### config.mk
export PLATFORM = sky130hd
export DESIGN_NAME = mem_port_arbiter
export DESIGN_NICKNAME = d
export VERILOG_FILES = /design/src/rtl/mem_arb_pkg.sv /design/src/rtl/mem_if_pkg.sv /design/src/rtl/rr_pick2.sv /design/src/rtl/mem_port_arbiter.sv
export SDC_FILE = /design/constraint.sdc
export NUM_CORES = 1
export LEC_CHECK = 0
export CAP_MARGIN = 10
export CELL_PAD_IN_SITES_DETAIL_PLACEMENT = 0
export CELL_PAD_IN_SITES_GLOBAL_PLACEMENT = 1
export CORE_AREA = 2 2 346 348
export CTS_CLUSTER_SIZE = 30
export DETAILED_ROUTE_END_ITERATION = 6
export DIE_AREA = 0 0 348 350
export DONT_BUFFER_PORTS = 1
export GPL_TIMING_DRIVEN = 0
export PLACE_DENSITY = 0.3
export SLEW_MARGIN = 20
export SYNTH_ARGS = -nofsm -noshare
export SYNTH_HDL_FRONTEND = slang
export SYNTH_SLANG_ARGS = --single-unit
### constraint.sdc
create_clock -name clock -period 2.02 [get_ports clock]
set_input_delay 0.606 -clock clock [delete_from_list [all_inputs] [get_ports clock]]
set_output_delay 0.606 -clock clock [all_outputs]
set_load 0.02 [all_outputs]
### src/rtl/mem_arb_pkg.sv
// mem_arb_pkg: state and client encodings for the memory port arbiter.
package mem_arb_pkg;

  typedef enum logic [1:0] {
    IDLE    = 2'd0,
    OWN_I   = 2'd1,
    OWN_D   = 2'd2,
    WB_HOLD = 2'd3
  } arb_state_t;

  typedef enum logic {
    CL_I = 1'b0,
    CL_D = 1'b1
  } client_e;

endpackage

### src/rtl/mem_if_pkg.sv
// mem_if_pkg: shared cache <-> memory transaction types used by both cache
// controllers, the memory model and the port arbiter.
package mem_if_pkg;

  typedef struct packed {
    logic [31:0]  addr;
    logic [127:0] data;
    logic         rw;
    logic         valid;
  } mem_req_type;

  typedef struct packed {
    logic [127:0] data;
    logic         ready;
  } mem_data_type;

endpackage

### src/rtl/rr_pick2.sv
// rr_pick2: two-way round-robin picker. On contention the client that did not
// own the port last wins; a single requester always wins.
module rr_pick2 (
  input  logic [1:0] i_valid,       // {D, I}
  input  logic       i_last_owner,  // 0 = I, 1 = D
  output logic [1:0] o_pick         // one-hot {D, I}, 00 = nobody
);

  // Pick the requester, alternating on contention.
  always_comb begin
    o_pick = 2'b00;
    unique case (i_valid)
      2'b01:   o_pick = 2'b01;
      2'b10:   o_pick = 2'b10;
      2'b11:   o_pick = i_last_owner ? 2'b01 : 2'b10;
      default: o_pick = 2'b00;
    endcase
  end

endmodule

### src/rtl/mem_port_arbiter.sv
// mem_port_arbiter: shares the single main-memory port between the I-cache and
// D-cache controllers. Round-robin between clients; a completed D-cache
// write-back keeps the D grant for up to LOCK_WAIT cycles so the following
// allocate runs back-to-back. Optional performance counters are built when
// MEM_PORT_ARBITER_PERF_EN is defined.
module mem_port_arbiter
  import mem_if_pkg::*;
  import mem_arb_pkg::*;
#(
  parameter int unsigned RR_INIT   = 1,
  parameter int unsigned WB_LOCK   = 1,
  parameter int unsigned LOCK_WAIT = 2
) (
  input  logic         clock,
  input  logic         reset,
  input  mem_req_type  ic_req,
  output mem_data_type ic_res,
  input  mem_req_type  dc_req,
  output mem_data_type dc_res,
  output mem_req_type  mem_req,
  input  mem_data_type mem_data,
  output logic [1:0]   grant,
  output logic         proto_err
`ifdef MEM_PORT_ARBITER_PERF_EN
  ,
  output logic [31:0]  perf_ic_grants,
  output logic [31:0]  perf_dc_grants,
  output logic [31:0]  perf_ic_wait,
  output logic [31:0]  perf_dc_wait
`endif
);

  localparam int unsigned CntW = (LOCK_WAIT > 1) ? $clog2(LOCK_WAIT) + 1 : 1;

  arb_state_t      r_state, w_state_next;
  client_e         r_last_owner, w_last_owner_next;
  logic [CntW-1:0] r_cnt, w_cnt_next;
  logic            r_proto_err, w_proto_err_next;
  logic [1:0]      w_pick;
  logic            w_own_i, w_own_d, w_d_active;

  rr_pick2 u_pick (
    .i_valid      ({dc_req.valid, ic_req.valid}),
    .i_last_owner (r_last_owner == CL_D),
    .o_pick       (w_pick)
  );

  // WB_HOLD counts as D ownership so a re-asserted D request passes straight
  // through without an IDLE bubble.
  assign w_own_i    = (r_state == OWN_I);
  assign w_own_d    = (r_state == OWN_D) || (r_state == WB_HOLD);
  assign w_d_active = (r_state == OWN_D) || ((r_state == WB_HOLD) && dc_req.valid);

  // Route the owner's request to memory and the memory response to the owner.
  always_comb begin
    mem_req = '0;
    if (w_own_i) begin
      mem_req = ic_req;
    end else if (w_own_d) begin
      mem_req = dc_req;
    end
    ic_res.data  = mem_data.data;
    ic_res.ready = mem_data.ready & w_own_i;
    dc_res.data  = mem_data.data;
    dc_res.ready = mem_data.ready & w_d_active;
    grant        = {w_own_d, w_own_i};
    proto_err    = r_proto_err;
  end

  // Next-state: arbitration, completion, write-back lock and protocol errors.
  always_comb begin
    w_state_next      = r_state;
    w_last_owner_next = r_last_owner;
    w_cnt_next        = r_cnt;
    w_proto_err_next  = r_proto_err;
    unique case (r_state)
      IDLE: begin
        if (w_pick[1]) begin
          w_state_next = OWN_D;
        end else if (w_pick[0]) begin
          w_state_next = OWN_I;
        end
      end
      OWN_I: begin
        if (!ic_req.valid) begin
          w_proto_err_next  = 1'b1;
          w_state_next      = IDLE;
          w_last_owner_next = CL_I;
        end else if (mem_data.ready) begin
          w_state_next      = IDLE;
          w_last_owner_next = CL_I;
        end
      end
      OWN_D, WB_HOLD: begin
        if (dc_req.valid) begin
          if (mem_data.ready) begin
            w_last_owner_next = CL_D;
            if (dc_req.rw && (WB_LOCK != 0)) begin
              w_state_next = WB_HOLD;
              w_cnt_next   = '0;
            end else begin
              w_state_next = IDLE;
            end
          end else begin
            w_state_next = OWN_D;
          end
        end else if (r_state == OWN_D) begin
          w_proto_err_next  = 1'b1;
          w_state_next      = IDLE;
          w_last_owner_next = CL_D;
        end else if ((32'(r_cnt) + 32'd1) >= LOCK_WAIT) begin
          w_state_next = IDLE;
        end else begin
          w_cnt_next = r_cnt + CntW'(1);
        end
      end
      default: w_state_next = IDLE;
    endcase
  end

  // State registers with synchronous active-low reset.
  always_ff @(posedge clock) begin
    if (!reset) begin
      r_state      <= IDLE;
      r_last_owner <= (RR_INIT != 0) ? CL_I : CL_D;
      r_cnt        <= '0;
      r_proto_err  <= 1'b0;
    end else begin
      r_state      <= w_state_next;
      r_last_owner <= w_last_owner_next;
      r_cnt        <= w_cnt_next;
      r_proto_err  <= w_proto_err_next;
    end
  end

`ifdef MEM_PORT_ARBITER_PERF_EN
  logic        w_i_done, w_d_done;
  logic [31:0] r_ic_grants, r_dc_grants, r_ic_wait, r_dc_wait;

  assign w_i_done = w_own_i & ic_req.valid & mem_data.ready;
  assign w_d_done = w_d_active & mem_data.ready;

  // Completion and waiting-cycle counters; they wrap naturally.
  always_ff @(posedge clock) begin
    if (!reset) begin
      r_ic_grants <= '0;
      r_dc_grants <= '0;
      r_ic_wait   <= '0;
      r_dc_wait   <= '0;
    end else begin
      r_ic_grants <= r_ic_grants + {31'd0, w_i_done};
      r_dc_grants <= r_dc_grants + {31'd0, w_d_done};
      r_ic_wait   <= r_ic_wait + {31'd0, ic_req.valid & ~w_own_i};
      r_dc_wait   <= r_dc_wait + {31'd0, dc_req.valid & ~w_own_d};
    end
  end

  assign perf_ic_grants = r_ic_grants;
  assign perf_dc_grants = r_dc_grants;
  assign perf_ic_wait   = r_ic_wait;
  assign perf_dc_wait   = r_dc_wait;
`endif

endmodule

* After elaboration in Yosys (flattened, before gate mapping)
Cells that the tools add are included.
W data, S select, Z words.
** Cells by class
- Add/sub/neg operators :: 2
- $lt $le $gt $ge :: 1
- Eq/ne operators :: 18
- Multiplexer cells :: 28
- Bitwise logic cells :: 2
- Reductions and logical operators :: 10
** Operators with widths (number)
- $mux W162 :: 2
- $mux W2 :: 15
- $pmux W2 S3 :: 2
- $ne A2 B2 Y1 const B :: 5
- $ne A3 B3 Y1 const B :: 3
- $eq A2 B2 Y1 const B :: 4
- $reduce_and A4 Y1 :: 2
- $mux W1 :: 7
- $reduce_and A5 Y1 :: 1
- $eq A2 B1 Y1 const B :: 2
- $ne A2 B1 Y1 const B :: 2
- $ne A4 B4 Y1 const B :: 1
- $pmux W1 S2 :: 2
- $add A2 B1 Y3 const B :: 1
- $ge A3 B2 Y1 const B :: 1
- $ne A3 B1 Y1 const B :: 1
- $reduce_and A3 Y1 :: 1
- $add A2 B1 Y2 const B :: 1
- $and A1 B1 Y1 :: 2
- $logic_not A2 Y1 :: 1
- $logic_or A1 B1 Y1 :: 2
- $reduce_bool A2 Y1 :: 1
- $reduce_or A2 Y1 :: 1
- $logic_and A1 B1 Y1 :: 1
** Word-level totals
- Bits in registers :: 6
- Input bits :: 455
- Output and inout port bits :: 423
- Logic and storage cells :: 65

* Depth between registers and ports, before layout
- Depth after elaboration :: 6
- Gate-level depth with buffers :: 6
- Depth with buffers taken out :: 5

* By module
A second synthesis with hierarchy kept.
** Unflattened totals
- Cells, all modules :: 501
- Area total of the unflattened synthesis :: 3970.1 µm²
** By module, submodules not included
- mem_port_arbiter :: times used 1, cells each 498, area an instance 3951.3 µm², sequential area each 120.1 µm²
- rr_pick2 :: times used 1, cells each 3, area an instance 18.8 µm², sequential area each 0.0 µm²

* Least setup slack after synthesis
No wires, ideal clock.
- Path type :: input-to-output
- Start point :: in dc_req[0] (netlist bit)
- End point :: out mem_req[0] (netlist bit)
- Arrival :: 1297 ps
- Required time :: 1414 ps
- Slack :: 117 ps
- Stages :: 3
- Path buffers :: 1
- Cell sequence :: buf_2 inv_1 o21ai_0
** RTL lines
- start: declaration :: RTL line mem_port_arbiter.sv:18 : input mem_req_type dc_req,
- end: declaration :: RTL line mem_port_arbiter.sv:20 : output mem_req_type mem_req,

==> reports/qor.txt <==
status = finished with violations
failing checks = setup timing
Peak VDD IR = 0.259 mV
CTS Root Cell = clkbuf_16
reg2reg setup slack = 0.73 ns
HPWL after DPL = 51,400 um
max cap viols = 0
most common cell after layout, fill and taps aside = buf_4
post-synth cell types = 32
Max stage delay on crit path = 0.37 ns
syn_nets = 963
Hold Vio Cnt, Final = 0
slowest CP cell = dfxtp_4
Critical Path Stages = 5
placed insts = 2,043
via count = 4,128
Min Hold Slack = 0.503 ns
DRC errors left = 0
CP required = 1.41 ns
Initial Util = 0.0336
hold crit path type = primary input to register
clk_skew = 0.00234 ns
residual overflow from global routing = 0
Leak Pwr = 3.27 nW
DR iter-0 viols = 167
Setup crit end = mem_req[154]
clk sinks = 6
GRT Util Overall = 0.0826
vias in the first global route = 4,156
Routed Antenna Nets = 0
Fillers = 13.7k
TritonCTS Buffers = 3
CTS tree = done
PwrDens = 566 nW/um^2
Primary FF master, synth = dfxtp_1
min setup slack post-route = -0.167 ns
core area = 118,000 um^2
max frequency = 0.457 GHz
largest net degree at the start of global routing = 11
Port Buffer Count = 0
fin crit period = 2.19 ns
worst-case clock buffer depth = 2
synthesized instance count = 507
r2r startpoint = r_state[0]$_SDFFE_PN0P_
Die H = 350 um
Crit path max-delay family = buffers and inverters
number of I/O pins = 878
Slew headroom = 0.736
crit start category = register
Area Growth Syn to Fin = 103%
# setup viols final = 161
hold depth = 1
number of core rows = 126
final net count = 982
Post-Synthesis Cell Area = 3960 um^2
async set-reset flop share out of synthesis = 0
share of cells above drive strength 1 = 0.922
sequential-to-total area share from yosys stat = 0.0304
Worst Setup End Kind = primary output
Post-synth EDFFs = 0
WL/cell = 26.7 um
first-pass GRT wire length = 61,000 um
CTS clock-pin slew for the worst setup and hold paths = 0.04 ns
H-tree depth = 1
first drt pass iteration count = 4
ratio of final minimum period to clock period = 1.08
Slew Limit Fails = 0
Mapped Avg Cell Area = 7.81 um^2
CP Max Fanout = 6
worst-margin pin slew = 0.395 ns
synthesized flop and latch total = 6
crit path buf inv count = 3
Die X = 348 um
CP startpoint = r_state[1]$_SDFFE_PN0P_
Post-Layout Cell Count = 2,066
Routed WL = 55,100 um
RePlAce Congestion = 0.821
most frequent cells in the layout = 264 x buf_4, 151 x a22o_4, 19 x buf_12, 10 x a22o_2
Clock Latency Late Sink = 0.23 ns
Final Core Density = 0.0682
Setup Crit Path Kind = register to primary output
Worst R2R End = r_state[0]$_SDFFE_PN0P_
yosys warns = 0
WP data arrival = 1.58 ns
crit path cell chain = nor2b_4, buf_12, buf_16, clkbuf_16, a22o_4
initial antenna violation count = 15
RSZ-0062 raised after global routing = true
die area = 122,000 um^2
r2r worst-path depth = 4
Vias per Instance = 2.00
-- kinds of logic (layout without fill, tap and decap cells) --
group | Yosys count | count (layout) | share of synthesized area
buffers and inverters | 304 | 321 | 0.552
AO/OA/AOI/OAI | 176 | 176 | 0.383
AND/OR/NAND/NOR | 20 | 20 | 0.0310
flip-flops | 6 | 6 | 0.0304
adder cells (fa/ha/maj) | 1 | 1 | 0.00316
other | 0 | 6 | 0
-- state kept, by name, summed over array words and instances (netlist names) --
signal        count
proto_err         1
r_cnt             2
r_last_owner      1
r_state           2
-- area by class of cell --
class / instances / area (um^2) / area share
tap: 1536 / 1920 / 0.239
sequential: 6 / 125 / 0.0156
multi-input combinational: 197 / 3020 / 0.376
inverter: 6 / 22.5 / 0.00281
antenna: 6 / 15.0 / 0.00187
clock buffer: 3 / 75.1 / 0.00935
buffer: 296 / 2540 / 0.317
timing repair buffer: 16 / 308 / 0.0383
-- report_power, final --
part / internal (W) / switching [W] / leakage, nW
Combinational: 0.00154 / 0.00252 / 3.19
Sequential: 0.000131 / 0.0000198 / 0.0500
Clock: 0.000255 / 0.0000767 / 0.0370
-- timing repair --
action / in CTS / in global routing
setup buffers: 8 / 3
endpoints found under the setup margin: 165 / 165
gates cloned: 5 / 1
hold endpoints to repair: 0 / 0
pin swaps: 109 / 16
hold buffers: 0 / 0
gates resized for setup: 417 / 7
-- Yosys cell counts (all sizes together), types with 2 or more instances --
master	number	area, um^2
buf	286	2120
o21a	3	22.5
nand2b	2	12.5
nor2b	2	15.0
a21oi	4	23.8
nor2	2	7.51
dfxtp	6	120
a22o	161	1410
nand3b	2	15.0
a211oi	2	15.0
inv	6	22.5
nand2	4	15.0
clkbuf	12	45.0
and3	2	12.5
-- layer usage --
metal,track usage,routed length [um],vias to the layer above
met5,0,103,-
met4,0.0234,1840,16
met3,0.0293,5060,71
met1,0.106,23600,1932
li1,-,-,1629
met2,0.130,24600,480
-- stage by stage --
stage	power (W)	worst slack, ns	instance area [um^2]	setup TNS, ns
6_report	0.00454	-0.167	8030	-14.69
5_1_grt	0.00480	-0.217	8020	-23.79
4_1_cts	0.00474	-0.252	7950	-27.85
3_5_place_dp	0.00344	-1.50	5880	-119.14
3_3_place_gp	0.00343	-1.47	5880	-116.94
2_1_floorplan	0.00217	0.117	3960	0
-- worst min-delay path by stage --
stage / startpoint / to / slack [ns]
2_1_floorplan: r_cnt[0]$_SDFFE_PN0P_ / r_cnt[0]$_SDFFE_PN0P_ / 0.53
3_3_place_gp: r_cnt[0]$_SDFFE_PN0P_ / r_cnt[0]$_SDFFE_PN0P_ / 0.54
3_5_place_dp: r_cnt[0]$_SDFFE_PN0P_ / r_cnt[0]$_SDFFE_PN0P_ / 0.55
4_1_cts: reset / r_cnt[0]$_SDFFE_PN0P_ / 0.50
5_1_grt: reset / r_cnt[0]$_SDFFE_PN0P_ / 0.51
6_report: reset / r_cnt[0]$_SDFFE_PN0P_ / 0.50
Note: power is estimated with default switching activity, not from simulation.
